[src/rtl/zero_run_sequencer_if.sv]
// zero_run_sequencer_if: instruction issue bus between sequencer, program ROM and datapath
`timescale 1ns/1ps
interface zero_run_sequencer_if #(parameter int IP_WIDTH = 12);
   logic [IP_WIDTH-1:0] ip;
   logic [1:0]          op_kind;
   logic [IP_WIDTH-1:0] op_target;
   logic                exec_valid;
   logic                exec_ready;
   logic                cond_zero;
   modport master (output ip, exec_valid, input op_kind, op_target, exec_ready, cond_zero);
   modport slave  (input ip, exec_valid, output op_kind, op_target, exec_ready, cond_zero);
endinterface

[src/rtl/zero_run_sequencer.sv]
// zero_run_sequencer: owns ip/step count, issues one instruction per handshake,
// resolves jumps, detects program end or runaway loop and latches the run result
`timescale 1ns/1ps
module zero_run_sequencer #(
   parameter int IP_WIDTH   = 12,
   parameter int NINSTR     = 6,
   parameter int STEP_WIDTH = 16,
   parameter int MAX_STEPS  = 1000
) (
   input  logic                  clk,
   input  logic                  rst,
   input  logic                  i_start,
   input  logic                  i_check_pass,
   zero_run_sequencer_if.master  bus,
   output logic [STEP_WIDTH-1:0] o_steps,
   output logic                  o_finished,
   output logic                  o_success,
   output logic                  o_timeout
);
   typedef enum logic [1:0] {IDLE, ISSUE, DONE} state_t;
   state_t                r_state, w_state_nxt;
   logic [IP_WIDTH-1:0]   r_ip, w_ip_nxt, w_ip_jmp;
   logic [STEP_WIDTH-1:0] r_steps, w_steps_nxt, w_steps_inc;
   logic                  r_finished, r_success, r_timeout;
   logic                  w_fin_nxt, w_suc_nxt, w_to_nxt;
   logic                  w_valid, w_in_prog, w_take;
   assign w_in_prog   = r_ip < IP_WIDTH'(NINSTR);
   assign w_valid     = (r_state == ISSUE) && w_in_prog;
   assign w_steps_inc = r_steps + 1'b1;
   // kind 2 jumps when the compare was zero, kind 3 when it was not
   assign w_take      = (bus.op_kind == 2'd1) || (bus.op_kind == 2'd2 && bus.cond_zero) ||
                        (bus.op_kind == 2'd3 && !bus.cond_zero);
   assign w_ip_jmp    = w_take ? bus.op_target : r_ip + 1'b1;
   assign bus.ip         = r_ip;
   assign bus.exec_valid = w_valid;
   assign o_steps        = r_steps;
   assign o_finished     = r_finished;
   assign o_success      = r_success;
   assign o_timeout      = r_timeout;
   always_comb begin
      w_state_nxt = r_state;
      w_ip_nxt    = r_ip;
      w_steps_nxt = r_steps;
      w_fin_nxt   = r_finished;
      w_suc_nxt   = r_success;
      w_to_nxt    = r_timeout;
      case (r_state)
         IDLE, DONE: if (i_start) begin
            w_state_nxt = ISSUE;
            w_ip_nxt    = '0;
            w_steps_nxt = '0;
            w_fin_nxt   = 1'b0;
            w_suc_nxt   = 1'b0;
            w_to_nxt    = 1'b0;
         end
         ISSUE: if (!w_in_prog) begin
            w_state_nxt = DONE;
            w_fin_nxt   = 1'b1;
            w_suc_nxt   = i_check_pass;
            w_to_nxt    = 1'b0;
         end else if (bus.exec_ready) begin
            w_steps_nxt = w_steps_inc;
            w_ip_nxt    = w_ip_jmp;
            // hitting the limit while still inside the program is a runaway loop
            if (w_steps_inc == STEP_WIDTH'(MAX_STEPS) && w_ip_jmp < IP_WIDTH'(NINSTR)) begin
               w_state_nxt = DONE;
               w_fin_nxt   = 1'b1;
               w_suc_nxt   = 1'b0;
               w_to_nxt    = 1'b1;
            end
         end
         default: w_state_nxt = IDLE;
      endcase
   end
   always_ff @(posedge clk or posedge rst) begin
      if (rst) begin
         r_state    <= IDLE;
         r_ip       <= '0;
         r_steps    <= '0;
         r_finished <= 1'b0;
         r_success  <= 1'b0;
         r_timeout  <= 1'b0;
      end else begin
         r_state    <= w_state_nxt;
         r_ip       <= w_ip_nxt;
         r_steps    <= w_steps_nxt;
         r_finished <= w_fin_nxt;
         r_success  <= w_suc_nxt;
         r_timeout  <= w_to_nxt;
      end
   end
endmodule
[src/flat_wrapper.sv]
// flat-port wrapper written by rule: the top's interface ports become plain ports
module zero_run_sequencer_flat 
#(
   parameter int IP_WIDTH   = 12,
   parameter int NINSTR     = 6,
   parameter int STEP_WIDTH = 16,
   parameter int MAX_STEPS  = 1000
)
  (clk, rst, i_start, i_check_pass, o_steps, o_finished, o_success, o_timeout, bus_ip, bus_exec_valid, bus_op_kind, bus_op_target, bus_exec_ready, bus_cond_zero);
  zero_run_sequencer_if #(.IP_WIDTH(IP_WIDTH)) bus_i ();
  input  logic clk;
  input  logic rst;
  input  logic i_start;
  input  logic i_check_pass;
  output logic [STEP_WIDTH-1:0] o_steps;
  output logic o_finished;
  output logic o_success;
  output logic o_timeout;
  output wire logic [$bits(bus_i.ip)-1:0] bus_ip;
  output wire logic [$bits(bus_i.exec_valid)-1:0] bus_exec_valid;
  input wire logic [$bits(bus_i.op_kind)-1:0] bus_op_kind;
  input wire logic [$bits(bus_i.op_target)-1:0] bus_op_target;
  input wire logic [$bits(bus_i.exec_ready)-1:0] bus_exec_ready;
  input wire logic [$bits(bus_i.cond_zero)-1:0] bus_cond_zero;
  assign bus_ip = bus_i.ip;
  assign bus_exec_valid = bus_i.exec_valid;
  assign bus_i.op_kind = bus_op_kind;
  assign bus_i.op_target = bus_op_target;
  assign bus_i.exec_ready = bus_exec_ready;
  assign bus_i.cond_zero = bus_cond_zero;
  zero_run_sequencer #(.IP_WIDTH(IP_WIDTH), .NINSTR(NINSTR), .STEP_WIDTH(STEP_WIDTH), .MAX_STEPS(MAX_STEPS)) u_core (.clk(clk), .rst(rst), .i_start(i_start), .i_check_pass(i_check_pass), .bus(bus_i), .o_steps(o_steps), .o_finished(o_finished), .o_success(o_success), .o_timeout(o_timeout));
endmodule
[config.mk]
export PLATFORM = sky130hd
export DESIGN_NAME = zero_run_sequencer_flat
export DESIGN_NICKNAME = d
export VERILOG_FILES = /design/src/rtl/zero_run_sequencer_if.sv /design/src/rtl/zero_run_sequencer.sv /design/src/flat_wrapper.sv
export SDC_FILE = /design/constraint.sdc
export NUM_CORES = 1
export LEC_CHECK = 0
export CAP_MARGIN = 20
export CORE_ASPECT_RATIO = 0.5
export CORE_UTILIZATION = 40
export DETAILED_ROUTE_END_ITERATION = 10
export PLACE_DENSITY_LB_ADDON = 0.2
export REMOVE_ABC_BUFFERS = 1
export SLEW_MARGIN = 10
export SYNTH_ARGS = -nofsm -noshare
export SYNTH_HDL_FRONTEND = slang
export SYNTH_SLANG_ARGS = --single-unit
[constraint.sdc]
create_clock -name clk -period 5.9 [get_ports clk]
set_clock_uncertainty 0.15 [all_clocks]
set_input_delay 1.18 -clock clk [delete_from_list [all_inputs] [get_ports clk]]
set_output_delay 1.18 -clock clk [all_outputs]
set_load 0.01 [all_outputs]
==> results of run 1 <==
[metal layers]
metal | vias up | track usage [%]
met5 | - | 0
met4 | 0 | 8.80
met3 | 6 | 4.48
met2 | 75 | 37.4
met1 | 1081 | 31.7
li1 | 1048 | -
[layout make-up]
cell class / instances / share of cell area (%)
multi-input combinational: 209 / 45.1
sequential: 33 / 29.9
timing repair buffer: 52 / 18.8
tap: 70 / 3.17
clock buffer: 5 / 2.49
inverter: 3 / 0.408
clock inverter: 1 / 0.181
[path summary, 6_finish.rpt]
path	slack [ns]	startpoint	endpoint
min in group asynchronous	1.15	rst	u_core.o_steps[5]$_DFFE_PP0P_
max in group asynchronous	4.13	rst	u_core.bus.ip[10]$_DFFE_PP0P_
max	2.27	u_core.bus.ip[9]$_DFFE_PP0P_	bus_exec_valid
min	0.35	u_core.o_finished$_DFFE_PP0P_	u_core.o_finished$_DFFE_PP0P_
max reg2reg	2.82	u_core.o_steps[0]$_DFFE_PP0P_	u_core.o_success$_DFFE_PP0P_
min reg2reg	0.35	u_core.o_finished$_DFFE_PP0P_	u_core.o_finished$_DFFE_PP0P_
[power groups by stage]
stage / clock, mW / combinational [mW] / sequential, mW
after global routing: 0.174 / 0.498 / 0.359
final: 0.161 / 0.450 / 0.349
after global placement: 0 / 0.440 / 0.351
after detailed placement: 0 / 0.448 / 0.352
after CTS: 0.166 / 0.450 / 0.349
after floorplan: 0 / 0.248 / 0.354
[synth_stat cells (2+ instances only)]
cell | instances | share of area (%)
a31o_1 | 2 | 0.82
mux2i_1 | 2 | 0.93
nand3_1 | 14 | 3.3
or4_1 | 3 | 1.1
nor2b_1 | 2 | 0.58
nand4_1 | 14 | 4.1
a22o_1 | 3 | 1.2
a21o_1 | 3 | 1.1
ha_1 | 3 | 1.8
nor2_1 | 24 | 4.2
a31oi_1 | 3 | 0.88
xor2_1 | 3 | 1.2
nor3_1 | 7 | 1.6
inv_1 | 3 | 0.53
o21ai_0 | 26 | 6.1
o31ai_1 | 4 | 1.4
o211ai_1 | 2 | 0.70
a21oi_1 | 10 | 2.3
xnor2_1 | 7 | 2.9
o21ai_1 | 7 | 1.6
dfrtp_1 | 33 | 39
nand3b_1 | 2 | 0.70
nand2_1 | 30 | 5.3
nor4_1 | 6 | 1.8
and3_1 | 5 | 1.5
nand2b_1 | 5 | 1.5
clkbuf_1 | 13 | 2.3
[metrics by stage]
step	instance area (sq um)	hold slack, ns	util (%)
after detailed placement	2690	0.336	53.2
final	2760	0.349	54.7
after CTS	2760	0.351	54.7
after floorplan	2080	0.363	-
after global routing	2760	0.367	54.7
after global placement	2690	0.333	53.2
[worst max-delay path, stage by stage, from the launching register on]
cell and delay [ns]:
dfrtp_1 0.46, nor4_1 0.45, nand3_1 0.26, nor2_1 0.25, clkdlybuf4s50_1 0.58
[sequential cells by signal, indices dropped and copies added, names as in the netlist]
| register | flops |
|---|---|
| u_core.bus.ip | 12 |
| u_core.o_finished | 1 |
| u_core.o_steps | 16 |
| u_core.o_success | 1 |
| u_core.r_state | 2 |
| u_core.o_timeout | 1 |
[cells by family after synthesis]
kind of cell / count (synthesis) / share of synthesized area (%)
AND/OR/NAND/NOR: 122 / 30.3
multiplexers: 2 / 0.935
buffers and inverters: 18 / 3.39
flip-flops: 33 / 38.6
AO/OA/AOI/OAI: 72 / 21.0
adder cells (fa/ha/maj): 3 / 1.75
XOR/XNOR: 10 / 4.09
==> results.tsv, run 1 <==
metric	value	unit
status	completed	
Diodes inserted	0	
commonest non-fill, non-tap cell in the layout	clkdlybuf4s50_1	
sequential fraction of design power	36.4	%
drt first pass iters	4	
dpl ws	2.19	ns
Gate power share	46.8	%
# placed instances	367	
Die Height	53.7	um
R2R depth	8	
top_reg_cell synth	dfrtp_1	
RD Place Congestion	0.876	
most frequent cells in the layout	51 x clkdlybuf4s50_1, 33 x dfrtp_1, 30 x nand2_1	
Boundary Pins	52	
metal2 WL	2.74	mm
Clk network pwr share	16.8	%
max cap viols	0	
DR vias	2210	
deepest clock path buffer count	2	
Register Area	826	sq um
P_sw	0.409	mW
Hold WC Path Type	flip-flop to flip-flop	
switch share	42.6	%
CP Launch Type	flip-flop	
Rel. slew slack	30.4	%
ys async rst share	100	%
Static Leak	1.09	nW
Yosys cell types	51	
largest net degree at the start of global routing	34	
PnR Total Power	0.961	mW
Yosys reg bits	33	
Reg clk slew, reported paths	0.07	ns
synth warn	0	
Post-Syn Area per Cell	8.24	sq um
# DRC	0	
Area Growth Syn to Fin	28.9	%
Non-Filler Instances	373	
cell count after synthesis	260	
met1 wire length	2.89	mm
WP data arrival	2.30	ns
port bufs	51	
Req. time, crit path	4.57	ns
setup TNS	0	ns
Fin. Hold Viols	0	
CTS sink cnt	33	
Achievable Freq	276	MHz
first-pass GRT wire length	9.92	mm
H-Tree Depth	2	
number of global-route vias before repair	1956	
CTS Hold Bufs	0	
CP Capture Type	primary output	
Post-CTS Resized	0	
Initial Util	42.5	%
DRT antenna net count	0	
die area	0.00567	sq mm
Rows	18	
Final WS setup	2.27	ns
CTS tree	built	
# Post-CTS Setup Buffers	0	
Power Density	348	mW/mm^2
area of the multi-input gates	0.00124	sq mm
Slew Viols, Final	0	
Die W	105	um
EDFF count, synth	0	
final setup fails	0	
Worst-Margin Slew	1.04	ns
met3 wire length	378	um
initial antenna violation count	0	
RSZ-0062 raised after global routing	no	
Final Cycle Share	61.5	%
top layer used by detailed routing	met4	
post-DP HPWL	4.20	mm
GRT overflow	0	
final-layout fill cell count	476	
WHS Path Cells	2	
CTS buffer count	5	
crit-path max FO	8	
routed len/inst	16.3	um
minimum clock period	3.63	ns
internal power	0.552	mW
Worst Setup Path Type	flip-flop to primary output	
Clock Latency Late Sink	0.29	ns
WL final	6.08	mm
Via-to-Cell Ratio	5.92	
CTS Root Cell	clkbuf_8	
GRT Total Usage	23.2	%
share of cells above drive strength 1	4.62	%
Max IR drop VDD	0.000146	V
number of nets in the layout	327	
sequential fraction of the synthesis area	38.6	%
drt initial violations	126	
Post-Synthesis Cell Area	0.00214	sq mm
Core ar.	0.00504	sq mm
Power figures use the tool's default switching activity.
==> inputs of run 2 (changes only) <==
Clock period 5.9 ns to 3.25 ns, I/O delays scaled along.
==> results.tsv, run 2 (same netlist as run 1, synthesis figures left out) <==
metric	value	unit
CP Launch Type	flip-flop	
Via-to-Cell Ratio	5.78	
max incr delay on CP	0.58	ns
PnR Total Power	1.80	mW
WP data arrival	2.27	ns
Power Density	638	mW/mm^2
Worst Setup Path Type	flip-flop to primary output	
Achievable Freq	326	MHz
WHS Path Cells	2	
Max IR drop VDD	0.000263	V
DRT antenna net count	0	
max FFs per register	16	
Non-Filler Instances	381	
Req. time, crit path	2.45	ns
number of nets in the layout	333	
DR vias	2202	
Reg clk slew, reported paths	0.07	ns
Fin. Hold Viols	0	
post-DP HPWL	4.32	mm
die area	0.00567	sq mm
Final Cycle Share	94.5	%
hold path startpoint	u_core.o_finished$_DFFE_PP0P_	
Hold WC Path Type	flip-flop to flip-flop	
GRT overflow	0	
share of cells above drive strength 1	6.75	%
Static Leak	1.12	nW
# Post-CTS Setup Buffers	0	
WL final	6.15	mm
R2R depth	8	
max cap viols	0	
largest net degree at the start of global routing	34	
setup TNS	0	ns
CP Capture Type	primary output	
reg-to-reg endpoint	u_core.o_success$_DFFE_PP0P_	
r2r setup slk	0.28	ns
CP Buf/Inv Count	1	
initial antenna violation count	0	
CTS tree	built	
CTS buffer count	5	
Core ar.	0.00504	sq mm
final setup fails	0	
Min-Delay Endpoint	u_core.o_finished$_DFFE_PP0P_	
RSZ-0062 raised after global routing	no	
final-layout fill cell count	481	
deepest clock path buffer count	2	
routed len/inst	16.1	um
Diodes inserted	0	
number of global-route vias before repair	2063	
Die Height	53.7	um
CTS Root Cell	clkbuf_8	
Post-CTS Resized	0	
H-Tree Depth	2	
slowest CP cell	clkdlybuf4s50_1	
Die W	105	um
most frequent cells in the layout	51 x clkdlybuf4s50_1, 33 x dfrtp_1, 30 x nand2_1	
first-pass GRT wire length	10.0	mm
Slew Viols, Final	0	
CP cell instances	nor4_1, nand3_1, nor2_1, clkdlybuf4s50_1	
Worst R2R Start	u_core.o_steps[0]$_DFFE_PP0P_	
drt first pass iters	5	
Rel. slew slack	32.5	%
Boundary Pins	52	
RD Place Congestion	0.846	
Clock Latency Late Sink	0.29	ns
CTS Hold Bufs	0	
commonest non-fill, non-tap cell in the layout	clkdlybuf4s50_1	
Rows	18	
delay-heaviest family, CP	simple AND/OR/NAND/NOR gates	
GRT Total Usage	23.1	%
# placed instances	373	
Initial Util	42.5	%
finished layout cell area	0.00281	sq mm
Worst-Margin Slew	1.01	ns
status	completed	
crit-path max FO	8	
drt initial violations	108	
CTS sink cnt	33	
minimum clock period	3.07	ns
# DRC	0	
port bufs	51	
Placed Area	0.00273	sq mm
Area Growth Syn to Fin	31.4	%
-- run 2: cell types whose count changed in the layout (fill, tap and decap cells not counted), sizes merged --
cell / change
buf: +6
clkbuf: +1
clkinv: +1
-- run 2: metal layers --
metal	share of wire (%)	GRT usage [%]	vias to the layer above
met5	0	0	-
met3	6.7	4.12	9
met4	1.0	6.25	0
li1	-	-	1062
met2	45	39.1	80
met1	47	31.3	1051
-- run 2: how the worst max path moves through the flow --
stage,startpoint,to,slack [ns],cells after the start
after floorplan,u_core.o_steps[0]$_DFFE_PP0P_,u_core.o_success$_DFFE_PP0P_,0.50,8
after global placement,bus_op_kind[0],u_core.o_success$_DFFE_PP0P_,0.20,8
after detailed placement,bus_op_kind[0],u_core.o_success$_DFFE_PP0P_,0.15,8
after CTS,u_core.bus.ip[9]$_DFFE_PP0P_,bus_exec_valid,0.19,4
after global routing,u_core.bus.ip[9]$_DFFE_PP0P_,bus_exec_valid,0.05,4
final,u_core.bus.ip[9]$_DFFE_PP0P_,bus_exec_valid,0.18,4
-- run 2: cell type report --
type                            instances  area, sq um  share of cell area (%)
Sequential cell                        33          826                    29.3
Tap cell                               70         87.6                    3.11
Clock inverter                          2         10.0                   0.356
Inverter                                3         11.3                   0.400
Clock buffer                            6         72.6                    2.58
Multi-Input combinational cell        209         1240                    44.2
Timing Repair Buffer                   58          563                    20.0
-- run 2: per-stage QoR --
step	setup slack, ns	utilization [%]	hold slack [ns]
final	0.178	55.8	0.353
after global routing	0.0494	55.8	0.381
after CTS	0.186	55.8	0.355
after detailed placement	0.151	54.1	0.338
after global placement	0.197	54.1	0.339
after floorplan	0.502	-	0.363
-- run 2: power by group --
group	switching (mW)	internal, mW
Clock	0.162	0.149
Sequential	0.140	0.496
Combinational	0.462	0.387
-- run 2: worst reg2reg max path, cell delays in order, from the launching register on --
cell      delay [ns]
dfrtp_1         0.43
ha_1            0.31
nand4_1         0.16
or4_1           0.54
or4b_1          0.49
o311ai_1        0.15
and4b_4         0.33
a21oi_2         0.08
a31o_1          0.22
==> inputs of run 3 (changes only) <==
Settings changed: CTS_CLUSTER_DIAMETER from default to 100.
==> results of run 3 <==
No change in the layout: final DEF, timing and power equal those of run 2.
